[config.mk]
export PLATFORM = sky130hd
export DESIGN_NAME = fm_fetch_unit
export DESIGN_NICKNAME = d
export VERILOG_FILES = /design/src/rtl/fm_fetch_pkg.sv /design/src/rtl/fetch_fifo.sv /design/src/rtl/fm_fetch_unit.sv
export SDC_FILE = /design/constraint.sdc
export NUM_CORES = 1
export LEC_CHECK = 0
export CAP_MARGIN = 0
export CORE_MARGIN = 10
export CORE_UTILIZATION = 54
export CTS_BUF_LIST = sky130_fd_sc_hd__clkbuf_16
export CTS_CLUSTER_SIZE = 16
export DETAILED_ROUTE_END_ITERATION = 10
export PLACE_DENSITY = 0.79
export SYNTH_ARGS = -nofsm -noshare
export SYNTH_HDL_FRONTEND = slang
export SYNTH_SLANG_ARGS = --single-unit
[constraint.sdc]
create_clock -name clk -period 3.62 [get_ports clk]
set_input_delay 0.724 -clock clk [delete_from_list [all_inputs] [get_ports clk]]
set_output_delay 0.724 -clock clk [all_outputs]
set_load 0.02 [all_outputs]
[src/rtl/fm_fetch_pkg.sv]
// Shared types and default sizes for the feature-map fetch unit.
package fm_fetch_pkg;

    localparam int FM_DATA_W     = 16;
    localparam int FM_ADDR_W     = 20;
    localparam int FM_FIFO_DEPTH = 4;

    typedef enum logic [1:0] {
        IDLE,
        ISSUE,
        DRAIN,
        DONE
    } fetch_state_e;

    typedef struct packed {
        logic [FM_ADDR_W-1:0] base_addr;
        logic [7:0]           row_len;
        logic [7:0]           n_rows;
        logic [FM_ADDR_W-1:0] row_stride;
    } tile_desc_t;

endpackage

[src/rtl/fetch_fifo.sv]
// In-order prefetch FIFO with occupancy count.
module fetch_fifo
    import fm_fetch_pkg::*;
#(
    parameter int DATA_W = FM_DATA_W,
    parameter int DEPTH  = FM_FIFO_DEPTH
) (
    input  logic                   clk,
    input  logic                   rst,
    input  logic                   push,
    input  logic [DATA_W-1:0]      din,
    input  logic                   pop,
    output logic [DATA_W-1:0]      dout,
    output logic [$clog2(DEPTH):0] cnt,
    output logic                   empty
);
    localparam int AW = $clog2(DEPTH);

    logic [DATA_W-1:0] mem_q [DEPTH];
    logic [AW-1:0]     wr_q;
    logic [AW-1:0]     rd_q;
    logic [AW:0]       cnt_q;

    always_ff @(posedge clk) begin
        if (push) mem_q[wr_q] <= din;
    end

    always_ff @(posedge clk or negedge rst) begin
        if (!rst) begin
            wr_q  <= '0;
            rd_q  <= '0;
            cnt_q <= '0;
        end else begin
            if (push) wr_q <= wr_q + AW'(1);
            if (pop)  rd_q <= rd_q + AW'(1);
            cnt_q <= cnt_q + (AW+1)'(push) - (AW+1)'(pop);
        end
    end

    assign dout  = mem_q[rd_q];
    assign cnt   = cnt_q;
    assign empty = (cnt_q == '0);

endmodule

[src/rtl/fm_fetch_unit.sv]
// 2-D tile prefetcher serving single-word reads from feature-map memory.
// Define FM_FETCH_ERR_EN to add the sticky protocol-error output err.
module fm_fetch_unit
    import fm_fetch_pkg::*;
#(
    parameter int DATA_W     = FM_DATA_W,
    parameter int ADDR_W     = FM_ADDR_W,
    parameter int FIFO_DEPTH = FM_FIFO_DEPTH
) (
    input  logic              clk,
    input  logic              rst,
    input  logic              start,
    input  logic [ADDR_W-1:0] base_addr,
    input  logic [7:0]        row_len,
    input  logic [7:0]        n_rows,
    input  logic [ADDR_W-1:0] row_stride,
    output logic              busy,
    output logic              done,
    input  logic              r_req,
    output logic              r_valid,
    output logic [DATA_W-1:0] r_value,
    output logic              mem_req,
    output logic [ADDR_W-1:0] mem_addr,
    input  logic              mem_gnt,
    input  logic              mem_rvalid,
    input  logic [DATA_W-1:0] mem_rdata
`ifdef FM_FETCH_ERR_EN
    ,
    output logic              err
`endif
);
    localparam int CW = $clog2(FIFO_DEPTH) + 1;

    fetch_state_e      state_q, state_d;
    tile_desc_t        desc_q;
    logic [7:0]        col_q, row_q;
    logic [ADDR_W-1:0] row_off_q;
    logic [CW-1:0]     outst_q, fifo_cnt;
    logic [15:0]       total_q, deliv_q;
    logic              pend_q, done_q, r_valid_q;
    logic [DATA_W-1:0] r_value_q, fifo_head;
    logic              fifo_empty, active, start_ok, zero_tile;
    logic              gnt_ok, rv_ok, last_col, last_row;
    logic              req_ok, svc, pop, last_pop;

    assign active    = (state_q == ISSUE) || (state_q == DRAIN);
    assign start_ok  = start && (state_q == IDLE);
    assign zero_tile = (row_len == 8'd0) || (n_rows == 8'd0);

    // Credit rule: never have more words in flight than free FIFO slots.
    assign mem_req = (state_q == ISSUE) &&
                     (({1'b0, fifo_cnt} + {1'b0, outst_q}) <
                      (CW+1)'(FIFO_DEPTH));
    assign mem_addr = (state_q == ISSUE) ?
                      ADDR_W'(desc_q.base_addr) + row_off_q +
                      ADDR_W'(col_q) : '0;

    assign gnt_ok   = mem_req && mem_gnt;
    assign rv_ok    = mem_rvalid && (outst_q != '0);
    assign last_col = (col_q == desc_q.row_len - 8'd1);
    assign last_row = (row_q == desc_q.n_rows - 8'd1);
    assign req_ok   = r_req && active && !pend_q &&
                      (deliv_q != total_q);
    assign svc      = pend_q || req_ok;
    assign pop      = svc && !fifo_empty;
    assign last_pop = pop && (deliv_q == total_q - 16'd1);

    assign busy    = (state_q != IDLE);
    assign done    = done_q;
    assign r_valid = r_valid_q;
    assign r_value = r_value_q;

    fetch_fifo #(
        .DATA_W(DATA_W),
        .DEPTH (FIFO_DEPTH)
    ) u_fifo (
        .clk  (clk),
        .rst  (rst),
        .push (rv_ok),
        .din  (mem_rdata),
        .pop  (pop),
        .dout (fifo_head),
        .cnt  (fifo_cnt),
        .empty(fifo_empty)
    );

    always_ff @(posedge clk or negedge rst) begin
        if (!rst) state_q <= IDLE;
        else      state_q <= state_d;
    end

    always_comb begin
        state_d = state_q;
        unique case (state_q)
            IDLE:  if (start) state_d = zero_tile ? DONE : ISSUE;
            ISSUE: if (gnt_ok && last_col && last_row) state_d = DRAIN;
            DRAIN: if (last_pop) state_d = DONE;
            DONE:  state_d = IDLE;
            default: state_d = IDLE;
        endcase
    end

    always_ff @(posedge clk or negedge rst) begin
        if (!rst) begin
            desc_q    <= '0;
            col_q     <= '0;
            row_q     <= '0;
            row_off_q <= '0;
            outst_q   <= '0;
            total_q   <= '0;
            deliv_q   <= '0;
            pend_q    <= 1'b0;
            done_q    <= 1'b0;
            r_valid_q <= 1'b0;
            r_value_q <= '0;
        end else begin
            done_q    <= (state_q == DONE);
            r_valid_q <= pop;
            if (pop) r_value_q <= fifo_head;
            outst_q <= outst_q + CW'(gnt_ok) - CW'(rv_ok);
            if (start_ok) begin
                desc_q <= '{
                    base_addr:  FM_ADDR_W'(base_addr),
                    row_len:    row_len,
                    n_rows:     n_rows,
                    row_stride: FM_ADDR_W'(row_stride)
                };
                col_q     <= '0;
                row_q     <= '0;
                row_off_q <= '0;
                total_q   <= {8'd0, row_len} * {8'd0, n_rows};
                deliv_q   <= '0;
                pend_q    <= 1'b0;
            end else begin
                if (gnt_ok) begin
                    if (last_col) begin
                        col_q     <= '0;
                        row_q     <= row_q + 8'd1;
                        row_off_q <= row_off_q +
                                     ADDR_W'(desc_q.row_stride);
                    end else begin
                        col_q <= col_q + 8'd1;
                    end
                end
                if (pop) deliv_q <= deliv_q + 16'd1;
                pend_q <= svc && !pop;
            end
        end
    end

`ifdef FM_FETCH_ERR_EN
    logic err_q, err_ev;

    assign err_ev = (start && (state_q != IDLE)) ||
                    (r_req && pend_q) ||
                    (r_req && (!active || deliv_q == total_q)) ||
                    (mem_rvalid && (outst_q == '0));

    always_ff @(posedge clk or negedge rst) begin
        if (!rst)          err_q <= 1'b0;
        else if (start_ok) err_q <= 1'b0;
        else               err_q <= err_q | err_ev;
    end

    assign err = err_q;
`endif

endmodule

### Word-level counts from Yosys, hierarchy flattened

Memory sizes are Yosys's and may differ from the RTL's. A register that Yosys moved wholly into a read port is not among the register bits.
Index checks and enable logic that the tools add are counted.

| storage, ports and cells | value |
|---|---|
| register bits after elaboration | 139 |
| memory bits (writable) | 64 |
| output and inout port bits | 40 |
| logic and storage cells | 96 |
| memories | 1 |

Memories:

| memory | depth | width | read ports | clocked after memory_dff | wr ports | line | source |
|---|---|---|---|---|---|---|---|
| u_fifo.mem_q | 4 | 16 | 1 | 1 | 1 | fetch_fifo.sv:19 | `logic [DATA_W-1:0] mem_q [DEPTH];` |

| cells by class | value |
|---|---|
| $add $sub $neg | 16 |
| $mul | 1 |
| magnitude comparators | 1 |
| equal/unequal tests | 10 |
| multiplexer cells | 20 |
| reductions and logical operators | 30 |

Operator list:

| operator | number |
|---|---|
| $mux W20 | 4 |
| $mux W8 | 6 |
| $add A20 B20 Y20 | 2 |
| $mux W16 | 2 |
| $add A20 B8 Y20 | 1 |
| $add A16 B1 Y16 const B | 1 |
| $add A8 B1 Y8 const B | 2 |
| $eq A16 B16 Y1 | 1 |
| $eq A8 B8 Y1 | 2 |
| $logic_not A8 Y1 | 2 |
| $mul A8 B8 Y16 | 1 |
| $ne A16 B16 Y1 | 1 |
| $sub A16 B1 Y16 const B | 1 |
| $sub A8 B1 Y8 const B | 2 |
| $logic_and A1 B1 Y1 | 12 |
| $mux W2 | 4 |
| $pmux W2 S4 | 1 |
| $reduce_bool A2 Y1 | 4 |
| $add A3 B1 Y3 | 2 |
| $sub A3 B1 Y3 | 2 |
| $add A2 B1 Y2 const B | 2 |
| $add A3 B3 Y4 | 1 |
| $eq A2 B2 Y1 const B | 2 |
| $logic_not A1 Y1 | 4 |
| other kinds (11) | 16 |

### Depth between registers and ports, before layout

Gate-level depths: netlist of the first run.

| depth | value |
|---|---|
| depth after elaboration | 10 |
| depth in mapped cells | 18 |
| mapped depth without buffers | 17 |

### Modules after synthesis

From an unflattened synthesis of the first run, not the netlist that was laid out.

| second synthesis, totals | value |
|---|---|
| cells, all modules | 1465 |
| area, all modules | 14348.8 sq um |

By module, submodules not included:

| module | times used | cells an instance | area an instance (sq um) | sequential area each (sq um) |
|---|---|---|---|---|
| fm_fetch_unit | 1 | 1348 | 11616.1 | 3703.6 |
| fetch_fifo | 1 | 117 | 2732.6 | 2097.0 |

### Worst setup path before layout of the first run

No wires, ideal clock.

| path | value |
|---|---|
| kind | in2reg |
| start | input n_rows[7] |
| end | register total_q[13] |
| library setup time | 0.136 ns |
| arrival | 4.479 ns |
| required time | 3.484 ns |
| setup slack | -0.995 ns |
| stages on the path | 16 |
| buffers on the path | 1 |
| cells stage by stage | clkbuf_1 -> nand2_1 -> fa_1 -> fa_1 -> inv_1 -> fa_1 -> inv_1 -> fa_1 -> inv_1 -> ha_1 -> a21boi_0 -> o21ai_0 -> a21oi_1 -> a41oi_1 -> xor2_1 -> o21ai_0 |

| on the way | value |
|---|---|
| word-level cells in the longest chain between the ends | 1 |

Ends and longest elaborated chain:

| what | line | source |
|---|---|---|
| start, declared | fm_fetch_unit.sv:15 | `input logic [7:0] n_rows,` |
| $mul A8 B8 Y16 | fm_fetch_unit.sv:131 | `total_q <= {8'd0, row_len} * {8'd0, n_rows};` |
| end signal, assigned | fm_fetch_unit.sv:131 |  |
| end, declared | fm_fetch_unit.sv:39 | `logic [15:0] total_q, deliv_q;` |

No other way between the ends.
A chain may end at the register's enable or synchronous reset.

### Worst setup path after layout of the first run

| path | value |
|---|---|
| start | register desc_q[37] (netlist bit) |
| end | output mem_addr[17] |

| on the way | value |
|---|---|
| word-level cells in the longest chain between the ends | 3 |

Ends and longest elaborated chain:

| what | line | source |
|---|---|---|
| start, declared | fm_fetch_unit.sv:35 | `tile_desc_t desc_q;` |
| start signal, assigned | fm_fetch_unit.sv:122 | `desc_q <= '{` |
| $add A20 B20 Y20 | fm_fetch_unit.sv:55 | `ADDR_W'(desc_q.base_addr) + row_off_q +` |
| $add A20 B8 Y20 | fm_fetch_unit.sv:55 |  |
| $mux W20 | fm_fetch_unit.sv:54 | `assign mem_addr = (state_q == ISSUE) ?` |
| end, declared | fm_fetch_unit.sv:23 | `output logic [ADDR_W-1:0] mem_addr,` |

No other way between the ends.

==> impl_metrics.env, run 1 <==
export IMPL_status="finished with violations"
export IMPL_violations="setup timing"
export IMPL_syn_area_sq_um=14100
export IMPL_cap_violations=0
export IMPL_switching_share_pct=39.3
export IMPL_die_w_microns=181
export IMPL_antenna_found_initial=1
export IMPL_hold_viol=0
export IMPL_ys_top_cells_by_count="nand2_1, dfrtp_1, ha_1"
export IMPL_wl_per_cell_microns=17.0
export IMPL_crit_path_start_kind="flop"
export IMPL_drc=0
export IMPL_ant_nets=0
export IMPL_cts_sinks=219
export IMPL_p_int_mw=7.36
export IMPL_arrival_ns=3.63
export IMPL_setup_viol=20
export IMPL_grt_pass1_wl_mm=55.8
export IMPL_ys_seq_area_share_pct=41.2
export IMPL_r2r_setup_slack_ns=0.27
export IMPL_clk_path_buf_depth=3
export IMPL_numCtsBuffers=25
export IMPL_syn_to_final_growth_pct=25.8
export IMPL_pwr_share_comb_pct=48.3
export IMPL_wl_mm=33.5
export IMPL_n_fill_cell=1880
export IMPL_synth_most_common_cell="nand2_1"
export IMPL_cts_tree="yes"
export IMPL_first_global_vias=11300
export IMPL_clock_tree_root_cell="clkbuf_16"
export IMPL_htreeDepth=1
export IMPL_fmax_mhz=230
export IMPL_row_count=59
export IMPL_crit_required_ns=2.90
export IMPL_die_area_sq_um=32900
export IMPL_coreArea_sq_um=25800
export IMPL_max_slew_margin_rel_pct=31.9
export IMPL_clkPwrFrac_pct=18.6
export IMPL_grt_use_total_pct=19.9
export IMPL_rr_startpoint="state_q[1]"
export IMPL_peakVddDrop_mv=0.585
export IMPL_r2r_cells=13
export IMPL_grt_max_degree=87
export IMPL_synth_warning_count=0
export IMPL_layout_nets=1847
export IMPL_initial_core_util_pct=54.5
export IMPL_p_seq_share_pct=33.1
export IMPL_p_per_area_nw_per_um2=685
export IMPL_async_flop_share_pct=70.8
export IMPL_worst_path_max_fanout=3
export IMPL_yosysTopAreaCell="dfrtp_1"
export IMPL_worst_slack_ns=-0.735
export IMPL_worstSetupPathType="reg2out"
export IMPL_end_kind="primary output"
export IMPL_place_ws_ns=-1.33
export IMPL_synth_cell_type_count=67
export IMPL_place_congestion=0.915
export IMPL_avgSynthCellArea_sq_um=10.0
export IMPL_yosys_register_bits=219
export IMPL_finalCritPeriodShare_pct=120
export IMPL_overflow=0
export IMPL_tns_ns=-7.34
export IMPL_vias=11000
export IMPL_hold_class="in2async"
export IMPL_synth_area_leaders="dfrtp_1, edfxtp_1, ha_1, fa_1, nand2_1"
export IMPL_dp_cells=1903
export IMPL_synth_ff_type="dfrtp_1"
export IMPL_min_period_ns=4.36
export IMPL_p_leak_nw=8.23
export IMPL_dp_hpwl_mm=23.8
export IMPL_netlist_instances=1402
export IMPL_final_max_slew_viol_count=0
export IMPL_tightest_slew_ns=1.02
export IMPL_r2r_end="outst_q[2]"
export IMPL_syn_nets=1633
export IMPL_synth_edf_count=64
export IMPL_die_h_microns=181
export IMPL_synth_top_cell_area_share_pct=27.6
export IMPL_drt_iter0_markers=582
export IMPL_skew_ns=0.0208
export IMPL_drive_gt1_share_pct=19.5
export IMPL_clk_pin_slew_ns=0.06
export IMPL_io_buffer_count=117
export IMPL_dr_pass1_iters=5
export IMPL_insertion_delay_ns=0.53
export IMPL_rsz0062_at_grt="true"
export IMPL_layoutNonFillerInstCount=1971
export IMPL_via_per_inst=5.58
export IMPL_switchingPower_mw=4.77
export IMPL_io_pins=118
cells by family (layout without fill, tap and decap cells):
family | Yosys count | count (layout) | share of synthesized area, %
simple gates | 533 | 533 | 18.2
compound gates | 201 | 201 | 8.89
flops | 219 | 219 | 41.2
mux | 53 | 53 | 5.35
buf+inv | 142 | 375 | 3.88
xor+xnor | 101 | 101 | 6.29
other cells | 0 | 1 | 0
fa+ha+maj | 153 | 153 | 16.2
what timing repair did:
action | in CTS | in global routing
endpoints found under the hold margin | 0 | 0
endpoints found under the setup margin | 27 | 26
resized for setup | 211 | 47
buffers inserted | 12 | 9
pin swaps | 65 | 28
cloned | 1 | 0
hold buffers | 0 | 0
state kept, by name (all words and copies together) (netlist names):
| name | count |
|---|---|
| desc_q | 56 |
| total_q | 16 |
| done | 1 |
| deliv_q | 16 |
| u_fifo.mem_q | 64 |
| state_q | 2 |
| u_fifo.rd_q | 2 |
| r_value | 16 |
| u_fifo.wr_q | 2 |
| col_q | 8 |
| u_fifo.cnt | 3 |
| row_q | 8 |
| outst_q | 3 |
| row_off_q | 20 |
| r_valid | 1 |
| pend_q | 1 |
layout make-up:
| cell class | instances | area (sq um) | share of cell area, % |
|---|---|---|---|
| Clock buffer | 25 | 626 | 3.53 |
| Multi-Input combinational cell | 1041 | 8210 | 46.4 |
| Inverter | 89 | 334 | 1.89 |
| Sequential cell | 219 | 5800 | 32.8 |
| Tap cell | 335 | 419 | 2.37 |
| Timing Repair Buffer | 240 | 2210 | 12.5 |
| Antenna cell | 1 | 2.50 | 0.0141 |
| Clock inverter | 21 | 100 | 0.565 |
how the worst max path moves through the flow:
stage,start,end,slack [ns]
global placement,n_rows[2],total_q[13],-1.23
CTS,col_q[1],mem_addr[17],-0.72
finish,desc_q[37],mem_addr[17],-0.74
detailed placement,n_rows[2],total_q[13],-1.33
floorplan,n_rows[5],total_q[15],-0.49
global route,desc_q[37],mem_addr[17],-0.88
through the flow:
step	cell area, sq um	hold slack, ns	total power, mW	utilization (%)
after floorplan	14400	0.428	7.72	-
after global placement	16500	0.464	9.30	63.7
after detailed placement	16500	0.472	9.52	63.7
after CTS	17400	0.314	12.0	67.5
after global routing	17700	0.326	13.0	68.5
final	17700	0.270	12.1	68.5
worst max-delay path, cell delays in order (launching register included):
cell,delay (ns)
dfrtp_1,0.40
fa_1,0.49
ha_2,0.21
fa_2,0.37
a21oi_4,0.20
o2111ai_4,0.15
a311oi_2,0.27
buf_4,0.17
o21ai_4,0.07
o21ai_2,0.11
nand2b_1,0.09
a21oi_2,0.20
mux2i_4,0.25
buf_6,0.14
metal layers:
metal	routed length [microns]	vias to the layer above	track usage [%]	share of wire [%]
li1	-	5253	-	-
met1	14400	5406	25.1	43
met2	16800	273	35.1	50
met3	1660	57	2.94	5.0
met4	656	0	5.08	2.0
met5	0	-	0	0
cell usage in the layout, fill, tap and decap left out, types with 12 or more instances in the layout:
| master | n |
|---|---|
| buf_4 | 115 |
| ha_1 | 96 |
| dfrtp_1 | 155 |
| nor2b_1 | 15 |
| nor4_1 | 14 |
| xor2_1 | 39 |
| nand2_1 | 229 |
| a21oi_1 | 42 |
| clkbuf_16 | 25 |
| inv_1 | 85 |
| and2_4 | 14 |
| and3_1 | 13 |
| o21ai_0 | 47 |
| mux4_2 | 16 |
| and2_1 | 58 |
| fa_1 | 42 |
| mux2_2 | 18 |
| nand3_1 | 23 |
| edfxtp_1 | 64 |
| mux2i_1 | 18 |
| nor3_1 | 21 |
| nor2_1 | 75 |
| nand4_1 | 12 |
| xnor2_1 | 57 |
| clkdlybuf4s50_1 | 81 |
| buf_6 | 23 |
power by group through the flow:
stage,logic (mW),registers [mW],clock network (mW)
2_1_floorplan,3.88,3.84,0
3_3_place_gp,5.29,4.01,0
3_5_place_dp,5.47,4.04,0
4_1_cts,5.69,4.01,2.28
5_1_grt,6.48,4.11,2.40
6_report,5.86,4.01,2.25
No activity file was read; power rests on OpenSTA's default activity.
==> run 2: changes to the inputs <==
--- a/config.mk
+++ b/config.mk
@@ -5,13 +5,15 @@
 export SDC_FILE = /design/constraint.sdc
 export NUM_CORES = 1
 export LEC_CHECK = 0
-export CAP_MARGIN = 0
+export CAP_MARGIN = 20
+export CORE_ASPECT_RATIO = 1.75
 export CORE_MARGIN = 10
 export CORE_UTILIZATION = 54
 export CTS_BUF_LIST = sky130_fd_sc_hd__clkbuf_16
 export CTS_CLUSTER_SIZE = 16
 export DETAILED_ROUTE_END_ITERATION = 10
 export PLACE_DENSITY = 0.79
+export SETUP_SLACK_MARGIN = 0.4
 export SYNTH_ARGS = -nofsm -noshare
 export SYNTH_HDL_FRONTEND = slang
 export SYNTH_SLANG_ARGS = --single-unit
==> run 2 against run 1 <==
The flow still finishes with violations (setup timing). Worst hold slack worse by 0.088 ns. Via count rose by 0.66%. Combinational power grew 4.1%. Count of clock-buffer cells in the layout decreased by 3. Critical path depth is 1 higher. Global-route usage grew 1.2 points. Sequential power hardly changed. Largest cell class unchanged. Core utilization grew 0.32 points.
==> impl_metrics.env, run 2 (synthesis gave the netlist of run 1 again) <==
export IMPL_largest_register="u_fifo.mem_q"
export IMPL_layoutNonFillerInstCount=1954
export IMPL_io_pins=118
export IMPL_setup_viol=19
export IMPL_rsz0062_at_grt="true"
export IMPL_grt_pass1_wl_mm=57.5
export IMPL_worstSetupPathType="reg2out"
export IMPL_wl_per_cell_microns=18.2
export IMPL_overflow=0
export IMPL_end_kind="primary output"
export IMPL_crit_path_start_kind="flop"
export IMPL_antenna_found_initial=0
export IMPL_arrival_ns=3.80
export IMPL_dp_hpwl_mm=26.1
export IMPL_grt_max_degree=67
export IMPL_clk_pin_slew_ns=0.06
export IMPL_hold_class="in2async"
export IMPL_hold_viol=0
export IMPL_status="finished with violations"
export IMPL_peakVddDrop_mv=0.516
export IMPL_drive_gt1_share_pct=21.2
export IMPL_layout_nets=1849
export IMPL_via_per_inst=5.66
export IMPL_row_count=78
export IMPL_die_h_microns=234
export IMPL_crit_required_ns=2.90
export IMPL_vias=11100
export IMPL_finalCritPeriodShare_pct=125
export IMPL_post_route_util_pct=68.9
export IMPL_io_buffer_count=117
export IMPL_violations="setup timing"
export IMPL_p_leak_nw=8.27
export IMPL_reg_largest_list="u_fifo.mem_q x64, desc_q x56, row_off_q x20"
export IMPL_ant_nets=0
export IMPL_n_antenna_cell=0
export IMPL_p_per_area_nw_per_um2=704
export IMPL_insertion_delay_ns=0.54
export IMPL_final_area_sq_um=17800
export IMPL_largest_reg_flops=64
export IMPL_clock_tree_root_cell="clkbuf_16"
export IMPL_worst_slack_ns=-0.904
export IMPL_cts_sinks=219
export IMPL_skew_ns=0.0254
export IMPL_grt_use_total_pct=21.2
export IMPL_first_global_vias=11800
export IMPL_tightest_slew_ns=0.853
export IMPL_htreeDepth=1
export IMPL_coreArea_sq_um=25900
export IMPL_worst_path_max_fanout=2
export IMPL_final_max_slew_viol_count=0
export IMPL_max_slew_margin_rel_pct=43.1
export IMPL_numCtsBuffers=22
export IMPL_dp_cells=1897
export IMPL_wl_mm=35.6
export IMPL_initial_core_util_pct=54.4
export IMPL_most_common_layout_cells="nand2_1, dfrtp_1, buf_4"
export IMPL_die_w_microns=142
export IMPL_cap_violations=0
export IMPL_fmax_mhz=221
export IMPL_place_area_sq_um=16500
export IMPL_die_area_sq_um=33200
export IMPL_place_congestion=0.898
export IMPL_syn_to_final_growth_pct=26.5
export IMPL_cts_tree="yes"
export IMPL_dr_pass1_iters=5
export IMPL_drt_iter0_markers=546
export IMPL_clk_path_buf_depth=3
export IMPL_drc=0
export IMPL_min_period_ns=4.52
export IMPL_final_common_cell="nand2_1"
==> run 2: cell count changes in the layout (fill, tap and decap cells not counted), sizes merged <==
cell           previous run  this run
diode                     1         0
dlymetal6s2s              2         0
inv                      94        92
bufinv                    0         4
clkbuf                   26        25
buf                     150       160
clkinv                   14         8
clkdlybuf4s15             4         0
clkinvlp                  2         3
clkdlybuf4s50            81        80
==> run 2: final timing paths <==
check | endpoint | slack, ns | cells after the start | start
max | mem_addr[19] | -0.90 | 14 | row_off_q[1]
min | desc_q[46] | 0.18 | 1 | rst
max reg2reg | state_q[1] | 0.54 | 8 | total_q[2]
min reg2reg | desc_q[14] | 0.49 | 2 | desc_q[14]
max in group asynchronous | total_q[15] | 2.53 | 2 | rst
min in group clk | desc_q[14] | 0.49 | 2 | desc_q[14]
==> run 2: final cells by class <==
cell class              instances  area [sq um]
flip-flops and latches        219          5800
repair buffers                245          2230
inverters                      89           337
fillers                      1859          8060
well taps                     320           400
clock buffers                  22           551
clock inverters                18           219
multi-input cells            1041          8270
==> run 2: through the flow <==
stage	setup TNS, ns	total power, mW	hold WS (ns)	setup slack (ns)
floorplan	-3.26	7.76	0.428	-0.490
global placement	-16.20	9.44	0.468	-1.19
detailed placement	-17.23	9.67	0.469	-1.28
CTS	-7.32	12.3	0.188	-0.861
global route	-9.96	13.4	0.221	-1.03
finish	-7.50	12.5	0.182	-0.904
==> run 2: critical path, cell delays in order (launching register included) <==
cell       delay (ns)
dfrtp_1          0.46
fa_1             0.47
ha_2             0.22
fa_2             0.38
a21oi_4          0.19
o2111ai_2        0.16
a311oi_2         0.33
buf_4            0.18
o21ai_2          0.06
buf_4            0.13
o21ai_1          0.16
a21oi_1          0.10
xnor2_1          0.13
and2_4           0.15
buf_4            0.15
==> run 2: report_power, final <==
part           total, mW  switching (mW)  internal (mW)
registers           4.00           0.705           3.30
logic               6.10            3.17           2.93
clock network       2.44            1.02           1.42
total               12.5            4.90           7.64
==> run 2: metal layers <==
| metal | part of all wire [%] | track usage [%] |
|---|---|---|
| met4 | 3.9 | 9.13 |
| met5 | 0 | 0 |
| met2 | 59 | 42.6 |
| met1 | 33 | 20.1 |
| met3 | 3.9 | 3.05 |
==> run 2: what timing repair did <==
item,4_1_cts,5_1_grt
setup buffers,5,11
pin swaps,47,66
endpoints found under the setup margin,33,53
cloned,0,0
resized for setup,217,67
hold buffers,0,0
==> run 3: changes to the inputs <==
--- a/config.mk
+++ b/config.mk
@@ -5,7 +5,6 @@
 export SDC_FILE = /design/constraint.sdc
 export NUM_CORES = 1
 export LEC_CHECK = 0
-export CAP_MARGIN = 20
 export CORE_ASPECT_RATIO = 1.75
 export CORE_MARGIN = 10
 export CORE_UTILIZATION = 54
==> run 3 against run 2 <==
The run still ends with setup timing left. Final cell count hardly changed. Critical path depth stayed put. Fmax up 0.23%. Setup slack improved by 0.010 ns. Via count hardly changed. Combinational power shrank 1%. First-iteration DRC count up 6.0%. Design area fell by 0.15%. Highest routed layer unchanged.
==> impl_metrics.env, run 3 (synthesis gave the netlist of run 1 again) <==
export IMPL_die_w_microns=142
export IMPL_largest_register="u_fifo.mem_q"
export IMPL_holdBufCountCts=0
export IMPL_drc=0
export IMPL_largest_reg_flops=64
export IMPL_grt_pass1_wl_mm=57.5
export IMPL_coreArea_sq_um=25900
export IMPL_switchingPower_mw=4.89
export IMPL_worst_slack_ns=-0.893
export IMPL_initial_core_util_pct=54.4
export IMPL_rsz0062_at_grt="true"
export IMPL_clk_path_buf_depth=3
export IMPL_numCtsBuffers=22
export IMPL_drive_gt1_share_pct=21.2
export IMPL_n_antenna_cell=0
export IMPL_most_common_layout_cells="nand2_1, dfrtp_1, buf_4"
export IMPL_r2r_setup_slack_ns=0.55
export IMPL_fmax_mhz=222
export IMPL_finalCritPeriodShare_pct=125
export IMPL_cap_violations=0
export IMPL_via_per_inst=5.67
export IMPL_antenna_found_initial=0
export IMPL_drt_iter0_markers=579
export IMPL_clock_tree_root_cell="clkbuf_16"
export IMPL_wl_mm=35.5
export IMPL_cts_sinks=219
export IMPL_layout_nets=1848
export IMPL_p_int_mw=7.61
export IMPL_p_per_area_nw_per_um2=703
export IMPL_skew_ns=0.0239
export IMPL_worst_path_max_fanout=2
export IMPL_dr_pass1_iters=5
export IMPL_grtUsageMet3_pct=3.05
export IMPL_syn_to_final_growth_pct=26.3
export IMPL_met1_usage_pct=20.1
export IMPL_end_kind="primary output"
export IMPL_grt_use_total_pct=21.2
export IMPL_pwr_share_comb_pct=48.2
export IMPL_final_max_slew_viol_count=0
export IMPL_hold_viol=0
export IMPL_crit_required_ns=2.90
export IMPL_worstSetupPathType="reg2out"
export IMPL_switching_share_pct=39.1
export IMPL_p_total_mw=12.5
export IMPL_vias=11100
export IMPL_max_slew_margin_rel_pct=28.6
export IMPL_clk_pin_slew_ns=0.06
export IMPL_arrival_ns=3.79
export IMPL_n_fill_cell=1863
export IMPL_overflow=0
export IMPL_reg_largest_list="u_fifo.mem_q x64, desc_q x56, row_off_q x20"
export IMPL_peakVddDrop_mv=0.515
export IMPL_wl_per_cell_microns=18.2
export IMPL_clkPwrFrac_pct=19.5
export IMPL_p_seq_share_pct=32.3
export IMPL_grt_max_degree=67
export IMPL_row_count=78
export IMPL_dp_hpwl_mm=26.1
export IMPL_die_h_microns=234
export IMPL_final_common_cell="nand2_1"
export IMPL_tightest_slew_ns=1.07
export IMPL_ant_nets=0
export IMPL_hold_class="in2async"
export IMPL_busiest_layer="met2"
export IMPL_io_buffer_count=117
export IMPL_die_area_sq_um=33200
export IMPL_io_pins=118
export IMPL_setup_viol=19
export IMPL_status="finished with violations"
export IMPL_htreeDepth=1
export IMPL_cts_tree="yes"
export IMPL_violations="setup timing"
export IMPL_insertion_delay_ns=0.54
export IMPL_grt_use_met2_pct=42.6
export IMPL_p_leak_nw=8.25
export IMPL_tns_ns=-7.46
export IMPL_place_congestion=0.898
export IMPL_crit_path_start_kind="flop"
export IMPL_first_global_vias=11800
export IMPL_min_period_ns=4.51
run 3: changes by cell type in the layout (fill, tap and decap cells not counted):
| cell | before | now |
|---|---|---|
| buf_16 | 1 | 0 |
run 3: area by class of cell:
type                       instances  area [sq um]  share of cell area [%]
clock inverter                    18           219                    1.23
multi-input combinational       1041          8270                    46.5
clock buffer                      22           551                    3.10
tap                              320           400                    2.25
inverter                          89           337                    1.89
sequential                       219          5800                    32.6
timing repair buffer             244          2200                    12.4
run 3: critical path, cell delays in order, from the launching register on:
cell and delay [ns]:
dfrtp_1 0.46, fa_1 0.47, ha_2 0.22, fa_2 0.38
a21oi_4 0.19, o2111ai_2 0.16, a311oi_2 0.32, buf_4 0.18
o21ai_2 0.07, buf_4 0.13, o21ai_1 0.15, a21oi_1 0.10
xnor2_1 0.13, and2_4 0.15, buf_4 0.15
run 3: per-stage QoR:
stage          setup slack, ns  instance area [sq um]  hold slack, ns  utilization, %  cells
2_1_floorplan           -0.490                  14400           0.428               -   1402
3_3_place_gp             -1.19                  16500           0.468            63.9   1897
3_5_place_dp             -1.28                  16500           0.469            63.9   1897
4_1_cts                 -0.861                  17500           0.188            67.6   1942
5_1_grt                  -1.03                  17800           0.221            68.7   1953
6_report                -0.893                  17800           0.179            68.7   1953
run 3: power groups by stage:
stage / combinational (mW) / clock (mW) / sequential (mW)
after floorplan: 3.91 / 0 / 3.84
after global placement: 5.41 / 0 / 4.03
after detailed placement: 5.61 / 0 / 4.06
after CTS: 5.81 / 2.47 / 4.04
after global routing: 6.63 / 2.57 / 4.14
final: 6.02 / 2.44 / 4.04
run 3: metal layers:
metal,part of all wire (%),wire length (microns)
met5,0,0
met1,33,11700
met3,3.9,1370
met2,59,21000
met4,4.0,1420
run 3: repair_timing:
item / CTS / global route
setup endpoints to repair: 33 / 53
pin swaps: 47 / 66
gates resized for setup: 217 / 67
setup buffers: 5 / 11
run 3: worst paths after layout:
path,start,endpoint,cells past startpoint
max,row_off_q[1],mem_addr[19],14
min,rst,desc_q[46],1
max reg2reg,total_q[2],state_q[1],8
min reg2reg,desc_q[14],desc_q[14],2
max in group asynchronous,rst,total_q[15],2
min in group clk,desc_q[14],desc_q[14],2
